File: src/rtl/nibble_pkg.sv
// nibble_pkg
// Shared definitions for the byte deserializer and the downstream nibble-swap
// stage: the deserializer FSM state encoding and the byte/counter widths.
package nibble_pkg;

    localparam int BYTE_W = 8;
    localparam int CNT_W  = 3;

    typedef enum logic [1:0] {
        IDLE   = 2'd0,
        DATA   = 2'd1,
        PARITY = 2'd2,
        STOP   = 2'd3
    } state_e;

endpackage

File: src/rtl/byte_deserializer.sv
// byte_deserializer
// Recovers bytes from a qualified serial bit stream framed as
//   start(0), 8 data bits, optional even-parity bit, stop(1).
// Bits are consumed only on edges where sin_valid=1; all state holds otherwise.
//
// Ports:
//   clk        : clock, rising edge active
//   reset      : asynchronous, active-high reset
//   sin        : serial data bit
//   sin_valid  : qualifies sin
//   data_out   : last correctly framed byte (registered)
//   data_valid : one-cycle strobe for a new data_out
//   parity_err : parity result, only non-zero alongside data_valid
//   frame_err  : one-cycle strobe when the stop bit was sampled as 0
//
// Parameters:
//   LSB_FIRST  : 1 = data bits arrive LSB first, 0 = MSB first
//   PARITY_EN  : 1 = a parity bit follows the data bits
module byte_deserializer
    import nibble_pkg::*;
#(
    parameter bit LSB_FIRST = 1'b1,
    parameter bit PARITY_EN = 1'b1
) (
    input  logic              clk,
    input  logic              reset,
    input  logic              sin,
    input  logic              sin_valid,
    output logic [BYTE_W-1:0] data_out,
    output logic              data_valid,
    output logic              parity_err,
    output logic              frame_err
);

    state_e             state_q;
    logic [CNT_W-1:0]   cnt_q;
    logic [BYTE_W-1:0]  shift_q;
    logic               par_q;
    logic [BYTE_W-1:0]  data_out_q;
    logic               data_valid_q;
    logic               parity_err_q;
    logic               frame_err_q;

    // Destination bit of the current data bit within the byte.
    logic [CNT_W-1:0]   bit_idx;
    logic [BYTE_W-1:0]  shift_d;

    assign bit_idx = LSB_FIRST ? cnt_q : (CNT_W'(BYTE_W - 1) - cnt_q);

    always_comb begin
        shift_d          = shift_q;
        shift_d[bit_idx] = sin;
    end

    always_ff @(posedge clk or posedge reset) begin
        if (reset) begin
            state_q      <= IDLE;
            cnt_q        <= '0;
            shift_q      <= '0;
            par_q        <= 1'b0;
            data_out_q   <= '0;
            data_valid_q <= 1'b0;
            parity_err_q <= 1'b0;
            frame_err_q  <= 1'b0;
        end else begin
            // Strobes are single-cycle pulses: they drop on the next edge
            // whether or not that edge carries a valid bit.
            data_valid_q <= 1'b0;
            parity_err_q <= 1'b0;
            frame_err_q  <= 1'b0;

            if (sin_valid) begin
                case (state_q)
                    IDLE: begin
                        if (!sin) begin
                            state_q <= DATA;
                            cnt_q   <= '0;
                            // Restart the parity accumulator so nothing from
                            // an earlier frame leaks into this one.
                            par_q   <= 1'b0;
                        end
                    end
                    DATA: begin
                        shift_q <= shift_d;
                        par_q   <= par_q ^ sin;
                        cnt_q   <= cnt_q + CNT_W'(1);
                        if (cnt_q == CNT_W'(BYTE_W - 1)) begin
                            state_q <= PARITY_EN ? PARITY : STOP;
                        end
                    end
                    PARITY: begin
                        par_q   <= par_q ^ sin;
                        state_q <= STOP;
                    end
                    STOP: begin
                        if (sin) begin
                            data_out_q   <= shift_q;
                            data_valid_q <= 1'b1;
                            // Even parity: data bits plus parity bit XOR to 0.
                            parity_err_q <= PARITY_EN ? par_q : 1'b0;
                        end else begin
                            frame_err_q  <= 1'b1;
                        end
                        state_q <= IDLE;
                    end
                    default: state_q <= IDLE;
                endcase
            end
        end
    end

    assign data_out   = data_out_q;
    assign data_valid = data_valid_q;
    assign parity_err = parity_err_q;
    assign frame_err  = frame_err_q;

endmodule

File: config.mk
export PLATFORM = sky130hd
export DESIGN_NAME = byte_deserializer
export DESIGN_NICKNAME = d
export VERILOG_FILES = /design/src/rtl/nibble_pkg.sv /design/src/rtl/byte_deserializer.sv
export SDC_FILE = /design/constraint.sdc
export NUM_CORES = 1
export LEC_CHECK = 0
export ABC_CLOCK_PERIOD_IN_PS = 3500
export CAP_MARGIN = 10
export CORE_MARGIN = 5
export CORE_UTILIZATION = 29
export DETAILED_ROUTE_END_ITERATION = 7
export GPL_TIMING_DRIVEN = 0
export PLACE_DENSITY = 0.47
export SLEW_MARGIN = 20
export SYNTH_ARGS = -nofsm -noshare
export SYNTH_HDL_FRONTEND = slang
export SYNTH_SLANG_ARGS = --single-unit
File: constraint.sdc
create_clock -name clk -period 3.5 [get_ports clk]
set_clock_uncertainty 0.1 [all_clocks]
set_input_delay 1.05 -clock clk [delete_from_list [all_inputs] [get_ports clk]]
set_output_delay 1.05 -clock clk [all_outputs]
set_load 0.05 [all_outputs]
# Word-level counts from Yosys, hierarchy flattened
# Cells that the tools add are included.
[totals]
register_bits = 25
word_cells = 46
input_bits = 4
[classes]
magnitude_cmp = 2
add_sub_neg = 1
n_bitwise = 1
muxes = 18
n_reduce_logical = 10
n_eq_ne = 6
[op_table]
columns = ["op", "n"]
rows = [
  ["two-way mux 1 bit", 10],
  ["AND reduction 3 bit", 3],
  ["bitwise mux 8 bit", 1],
  ["case mux 2 bit (4 select lines)", 1],
  ["case mux 3 bit (2 select lines)", 1],
  ["== test 2 bit, second input constant", 2],
  ["less-than comparator 3 x 4 -> 1 bit, second input constant", 1],
  ["two-way mux 2 bit", 2],
  ["inequality test 2 bit, second input constant", 2],
  ["AND reduction 2 bit", 2],
  ["nonzero test 2 bit", 2],
  ["adder 3 x 1 -> 3 bit, second input constant", 1],
  ["demux 1 bit (select 3 bit)", 1],
  ["== test 3 bit, second input constant", 1],
  [">= comparator 3 x 1 -> 1 bit, second input constant", 1],
  ["two-way mux 3 bit", 1],
  ["== test 2 x 1 -> 1 bit, second input constant", 1],
  ["logical NOT 2 bit", 1],
  ["case mux 1 bit (2 select lines)", 1],
  ["OR reduction 2 bit", 1],
  ["logical AND 1 bit", 1],
  ["XOR 1 bit", 1],
]

# Depth between registers and ports, before layout
[logic_depth]
ltp_word = 5
depth_mapped = 5
mapped_depth_nobuf = 5

# Worst setup path after synthesis
# No wires, ideal clock.
[synth_timing]
path_kind = "input to register"
startpoint = "input sin_valid"
endpoint = "register shift_q[1]"
t_required_ps = 3272
cell_stages = 4
setup_time_ps = 128
n_path_buf = 1
path_slack_ps = 1498
arrival_ps = 1774
path_cell_list = "buf_4 nand3_1 nor3_1 mux2_1"
[synth_between]
elab_chain_len = 1
[synth_rtl]
columns = ["element", "line_no", "text"]
rows = [
  ["start: declaration", "byte_deserializer.sv:28", "input logic sin_valid,"],
  ["AND reduction 2 bit (no source line)", "-", ""],
  ["end signal: assignment", "byte_deserializer.sv:84", "shift_q <= shift_d;"],
  ["end: declaration", "byte_deserializer.sv:37", "logic [BYTE_W-1:0] shift_q;"],
]
# No other way between the ends.
# A chain may end at the register's enable or synchronous reset.

# Worst setup path after layout
[layout_timing]
startpoint = "register data_out_q[6], in the netlist data_out[6]"
endpoint = "output data_out[6]"
[layout_lines]
columns = ["element", "line_no", "text"]
rows = [
  ["start: declaration", "byte_deserializer.sv:39", "logic [BYTE_W-1:0] data_out_q;"],
  ["start signal: assignment", "byte_deserializer.sv:97", "data_out_q <= shift_q;"],
  ["end: declaration", "byte_deserializer.sv:29", "output logic [BYTE_W-1:0] data_out,"],
]
# No word-level cell between the ends.

==> insert_results.sql <==
INSERT INTO impl_metrics (metric_group, metric, value, unit) VALUES
('clock_network', 'cts_inserted_buffers', '3', ''),
('clock_network', 'clock_latency_at_the_later_pin_of_the_worst_skew_pair', '270', 'ps'),
('yosys', 'compound_gate_fraction_of_synth_area', '4.65', '%'),
('sta', 'setup_viol', '0', ''),
('sta', 'finalCriticalPeriod', '2580', 'ps'),
('setup_path', 'kind_of_capture_point_of_the_worst_setup_path', 'output port', ''),
('clock_network', 'clk_pin_slew_worst_paths', '90', 'ps'),
('yosys', 'ys_warn_count', '0', ''),
('yosys', 'netlist_top_cells_area', 'dfrtp_1 55%, mux2_2 16%, ha_1 7.7%, nor2_1 2.7%, mux2i_1 1.8%', ''),
('global_routing', 'antenna_found_initial', '0', ''),
('floorplan', 'chip_height', '72.5', 'um'),
('power', 'p_int', '709', 'uW'),
('power', 'power_frac_comb', '44.4', '%'),
('run_status', 'outcome', 'complete, no violations', ''),
('clock_network', 'cts_resized', '0', ''),
('setup_path', 'setup.worst_path.start_class', 'flop', ''),
('sta', 'slew_headroom', '39.8', '%'),
('layout', 'insertedDiodeCount', '0', ''),
('setup_path', 'startpoint_of_the_worst_register_to_register_path', 'state_q[1]', ''),
('layout', 'register_area', '626', 'um2'),
('layout', 'drive_gt1_share', '26.0', '%'),
('placement', 'placement.cell_area', '1320', 'um2'),
('clock_network', 'cts_tree', 'built', ''),
('layout', 'finalNetCount', '116', ''),
('yosys', 'netlist.area_leader.share', '55.3', '%'),
('yosys', 'mappedNetlistNets', '98', ''),
('global_routing', 'largest_net_degree_at_the_start_of_global_routing', '26', ''),
('yosys', 'synth_adder_area_share', '7.74', '%'),
('drt', 'ant_nets', '0', ''),
('power', 'peakVddDrop', '198', 'uV'),
('drt', 'vias_per_cell', '4.43', ''),
('floorplan', 'die_area', '5250', 'um2'),
('layout', 'most-common-layout-cells', '25 x dfrtp_1, 16 x mux2_2, 13 x clkdlybuf4s50_1', ''),
('power', 'leakage', '0.648', 'nW'),
('placement', 'io_buffers', '13', ''),
('hold_path', 'hold_path_class', 'reg -> reg', ''),
('power', 'clkPwrFrac', '14.7', '%'),
('sta', 'final.period_utilization', '73.7', '%'),
('clock_network', 'cts_max_path_buffers', '2', ''),
('setup_path', 'critical_path.cell_chain', 'clkdlybuf4s50_1', ''),
('setup_path', 'crit_buf_inv', '1', ''),
('drt', 'drtIter0Drc', '22', ''),
('yosys', 'syn-instance-count', '87', ''),
('clock_network', 'cts-root-buf', 'clkbuf_8', ''),
('floorplan', 'core_area', '3720', 'um2'),
('placement', 'dpl.hpwl', '1310', 'um'),
('power', 'p_per_area', '849', 'nW/um2'),
('yosys', 'ys_seq_elements', '25', ''),
('power', 'flop_pwr_share', '40.9', '%'),
('yosys', 'netlist.top_cell.by_area', 'dfrtp_1', ''),
('setup_path', 'r2r_slack', '1830', 'ps'),
('setup_path', 'crit_path_arrival_time', '1430', 'ps'),
('drt', 'dr.pass1.iters', '4', ''),
('global_routing', 'grt_pass1_wl', '3170', 'um'),
('layout', 'post_layout_inst_area', '1370', 'um2'),
('sta', 'fmaxAchievable', '388', 'MHz'),
('yosys', 'yosys.area_share.xor_xnor', '0', '%'),
('drt', 'routed-via-count', '674', ''),
('sta', 'finalMaxSlewViolations', '0', ''),
('floorplan', 'design.portCount', '15', ''),
('power', 'switching_share', '38.9', '%'),
('floorplan', 'die_width', '72.5', 'um'),
('setup_path', 'critical_path.max_stage_delay', '800', 'ps'),
('layout', 'layout_filler_cell_count', '386', ''),
('floorplan', 'initial_core_util', '30.4', '%'),
('clock_network', 'numClockSinks', '25', ''),
('placement', 'gp_routability_congestion', '0.749', ''),
('global_routing', 'first_global_vias', '681', ''),
('yosys', 'syn_area', '1130', 'um2'),
('setup_path', 'crit_slowest_cell', 'clkdlybuf4s50_1', ''),
('run', 'maxCapViolations', '0', '');
-- flip-flops by register name (all words and copies together) (netlist names) --
| name | cells |
|---|---|
| state_q | 2 |
| shift_q | 8 |
| frame_err | 1 |
| par_q | 1 |
| parity_err | 1 |
| bit_idx | 3 |
| data_valid | 1 |
| data_out | 8 |
-- logic make-up (layout without fill, tap and decap cells) --
family | count (synthesis) | count (layout)
mux | 20 | 20
flops | 25 | 25
buf+inv | 7 | 24
compound gates | 7 | 7
simple gates | 21 | 21
fa+ha+maj | 7 | 7
-- power groups by stage --
stage          sequential, mW  clock [mW]  combinational, mW
6_report                0.475       0.171              0.515
5_1_grt                 0.492       0.189              0.560
4_1_cts                 0.478       0.182              0.523
3_5_place_dp            0.484           0              0.521
3_3_place_gp            0.480           0              0.513
2_1_floorplan           0.610           0              0.250
-- Yosys cell counts, drive strengths merged --
| cell | number |
|---|---|
| mux2i | 2 |
| mux2 | 18 |
| inv | 5 |
| o21ai | 3 |
| nand2 | 4 |
| nand3b | 1 |
| a22o | 2 |
| ha | 7 |
| a21oi | 1 |
| a21boi | 1 |
| nor3 | 2 |
| nand3 | 2 |
| nor2 | 8 |
| and3 | 1 |
| buf | 2 |
| nand2b | 3 |
| dfrtp | 25 |
-- per-stage QoR --
step	hold slack [ps]	utilization, %	total power, mW	setup slack [ps]	instances
5_1_grt	422	36.8	1.24	852	152
4_1_cts	407	36.8	1.18	891	152
2_1_floorplan	352	-	0.860	1500	87
3_3_place_gp	368	35.6	0.993	1010	148
3_5_place_dp	385	35.6	1.00	994	148
6_report	404	36.8	1.16	920	152
-- routing by layer --
| layer | vias up | part of all wire, % | track usage (%) |
|---|---|---|---|
| li1 | 330 | - | - |
| met1 | 328 | 48 | 10.8 |
| met2 | 12 | 45 | 11.2 |
| met3 | 4 | 3.9 | 1.39 |
| met4 | 0 | 2.8 | 6.15 |
| met5 | - | 0 | 0 |
-- layout make-up --
class | instances | share of cell area, %
multi-input combinational | 55 | 34.7
tap | 48 | 4.39
clock inverter | 1 | 0.366
inverter | 5 | 1.37
timing repair buffer | 13 | 9.52
buffer | 2 | 0.915
clock buffer | 3 | 3.02
sequential | 25 | 45.7
-- worst min-delay path by stage --
stage,from,end,slack (ps),cells after the start
3_5_place_dp,par_q,par_q,390,2
3_3_place_gp,par_q,par_q,370,2
6_report,par_q,par_q,400,2
4_1_cts,shift_q[1],shift_q[1],410,1
2_1_floorplan,par_q,par_q,350,2
5_1_grt,data_out[7],data_out[7],420,1
Note: power is estimated with default switching activity, not from simulation.
==> patch (same settings) <==
Change the parameter `PARITY_EN` from 1'b1 to 1'b0.
--- a/src/rtl/byte_deserializer.sv
+++ b/src/rtl/byte_deserializer.sv
@@ -20,7 +20,7 @@
     import nibble_pkg::*;
 #(
     parameter bit LSB_FIRST = 1'b1,
-    parameter bit PARITY_EN = 1'b1
+    parameter bit PARITY_EN = 1'b0
 ) (
     input  logic              clk,
     input  logic              reset,
Check against the original RTL: no difference found for any inputs over 10 cycles, from zero or initial values and one cycle with reset high; that may be too few to reach the edited logic, so the function may still have changed.
==> patch against the unedited design <==
  * Non-clock buffer count unchanged
  * Sequential cell count decreased by 2
  * Final area is 9.7% lower
  * Cell count shrank 7.2%
  * Count of clock-buffer cells in the layout unchanged
  * Critical path type unchanged
  * Largest cell class unchanged
  * Synthesized area decreased by 9.8%
  * Sequential power decreased by 6.1%
  * Routed wire length decreased by 11%
  * Setup slack lost 45 ps
  * Power decreased by 6.2%
==> patch: results (changes against the unedited design) <==
| Metric | Value |
|---|---|
| Register area share after synthesis | 56.4% (was 55.3%) |
| Static Leak | 0.572 nW (was 0.648 nW) |
| Routed vias | 614 (was 674) |
| Final Net Count | 105 (was 116) |
| RR Startpoint | state_q[1]$_DFFE_PP0P_ (unchanged) |
| Final Wtd Congestion | 0.702 (was 0.749) |
| Commonest cells post-synth | 23 x dfrtp_1, 17 x mux2_2, 7 x nor2_1 (was 25 x dfrtp_1, 16 x mux2_2, 8 x nor2_1) |
| Hold Path Class | reg2reg (unchanged) |
| First-pass GRT wire length | 2970 µm (was 3170 µm) |
| First DRT Iteration DRCs | 9 (was 22) |
| Root Driver | clkbuf_4 (was clkbuf_8) |
| Syn_nets | 87 (was 98) |
| End of the worst hold path | data_out[5]$_DFFE_PP0P_ (was par_q$_DFFE_PP0P_) |
| WHS | 417 ps (was 404 ps) |
| Proportion of layout cells with a drive suffix above 1 | 28.4% (was 26.0%) |
| Crit path DAT | 1470 ps (was 1430 ps) |
| GRT Total Usage | 7.89% (was 7.99%) |
| DRT Pass-1 Iters | 2 (was 4) |
| R2R setup slack | 1850 ps (was 1830 ps) |
| Hold Crit Depth | 1 (was 2) |
| Reg clk slew, reported paths | 130 ps (was 90 ps) |
| Clk_lat worst skew | 310 ps (was 270 ps) |
| Wire length per cell | 11.6 µm (was 12.2 µm) |
| Hold path start | data_out[5]$_DFFE_PP0P_ (was par_q$_DFFE_PP0P_) |
| Filler Cell Count | 345 (was 386) |
| Synth cell types | 21 (was 24) |
| Status | finished clean (unchanged) |
| VDD IR max | 0.261 mV (was 0.198 mV) |
| Vias in the first global route | 634 (was 681) |
| Top cells by area, synth | dfrtp_1 56%, mux2_2 19%, ha_1 6.1% (was dfrtp_1 55%, mux2_2 16%, ha_1 7.7%) |
[patch: changes by cell type in the layout (fill, tap and decap cells not counted), moves of 2 or more]
cell | before | now
clkbuf_8 | 3 | 0
clkbuf_4 | 0 | 3
ha_1 | 7 | 5
dfrtp_1 | 25 | 23
[patch: cell type report]
| cell class | count | area, µm² | area share (%) |
|---|---|---|---|
| Buffer | 2 | 12.5 | 1.01 |
| Clock buffer | 3 | 22.5 | 1.82 |
| Clock inverter | 1 | 5.00 | 0.405 |
| Inverter | 5 | 18.8 | 1.52 |
| Multi-Input combinational cell | 48 | 413 | 33.4 |
| Sequential cell | 23 | 576 | 46.6 |
| Tap cell | 46 | 57.6 | 4.66 |
| Timing Repair Buffer | 13 | 130 | 10.5 |
[patch: worst max-delay path by stage]
stage / from / end / slack (ps)
final: data_out[1]$_DFFE_PP0P_ / data_out[1] / 880
after detailed placement: sin_valid / shift_q[1]$_DFFE_PP0P_ / 860
after global routing: data_out[2]$_DFFE_PP0P_ / data_out[2] / 780
after global placement: sin_valid / shift_q[1]$_DFFE_PP0P_ / 850
after floorplan: sin_valid / shift_q[0]$_DFFE_PP0P_ / 1620
after CTS: data_out[6]$_DFFE_PP0P_ / data_out[6] / 850
[patch: through the flow]
stage          setup slack [ps]  instance area (µm²)  std cells  power (mW)
2_1_floorplan              1620                 1020         78       0.836
3_3_place_gp                850                 1210        137       0.974
3_5_place_dp                856                 1210        137       0.982
4_1_cts                     852                 1230        141        1.11
5_1_grt                     779                 1230        141        1.17
6_report                    875                 1230        141        1.09
[patch: worst reg2reg max path: cells and delay by family (launching register included)]
| kind | cells | cell delay (ps) |
|---|---|---|
| adder cells (fa/ha/maj) | 1 | 220 |
| buffers and inverters | 1 | 80 |
| flip-flops | 1 | 420 |
| multiplexers | 1 | 350 |
| AND/OR/NAND/NOR | 2 | 390 |
[patch: per-layer routing]
metal | share of wire [%] | vias to the layer above | track usage, % | wire [µm]
li1 | - | 298 | - | -
met1 | 44 | 300 | 8.30 | 724
met2 | 49 | 14 | 13.7 | 799
met3 | 5.8 | 2 | 3.48 | 95
met4 | 1.3 | 0 | 3.25 | 21
met5 | 0 | - | 0 | 0
[patch: report_power, final]
| part | internal (mW) | total (mW) | switching, mW |
|---|---|---|---|
| clock network | 0.0427 | 0.124 | 0.0817 |
| logic | 0.228 | 0.518 | 0.290 |
| registers | 0.379 | 0.446 | 0.0665 |
[patch: cells by family after synthesis]
| family | after synthesis | share of synthesized area, % |
|---|---|---|
| adders and majority gates | 5 | 6.13 |
| DFF | 23 | 56.4 |
| other | 1 | 0.368 |
| AOI/OAI and AO/OA | 6 | 4.66 |
| and+or+nand+nor | 17 | 8.10 |
| buffers and inverters | 7 | 3.07 |
| muxes | 19 | 21.2 |
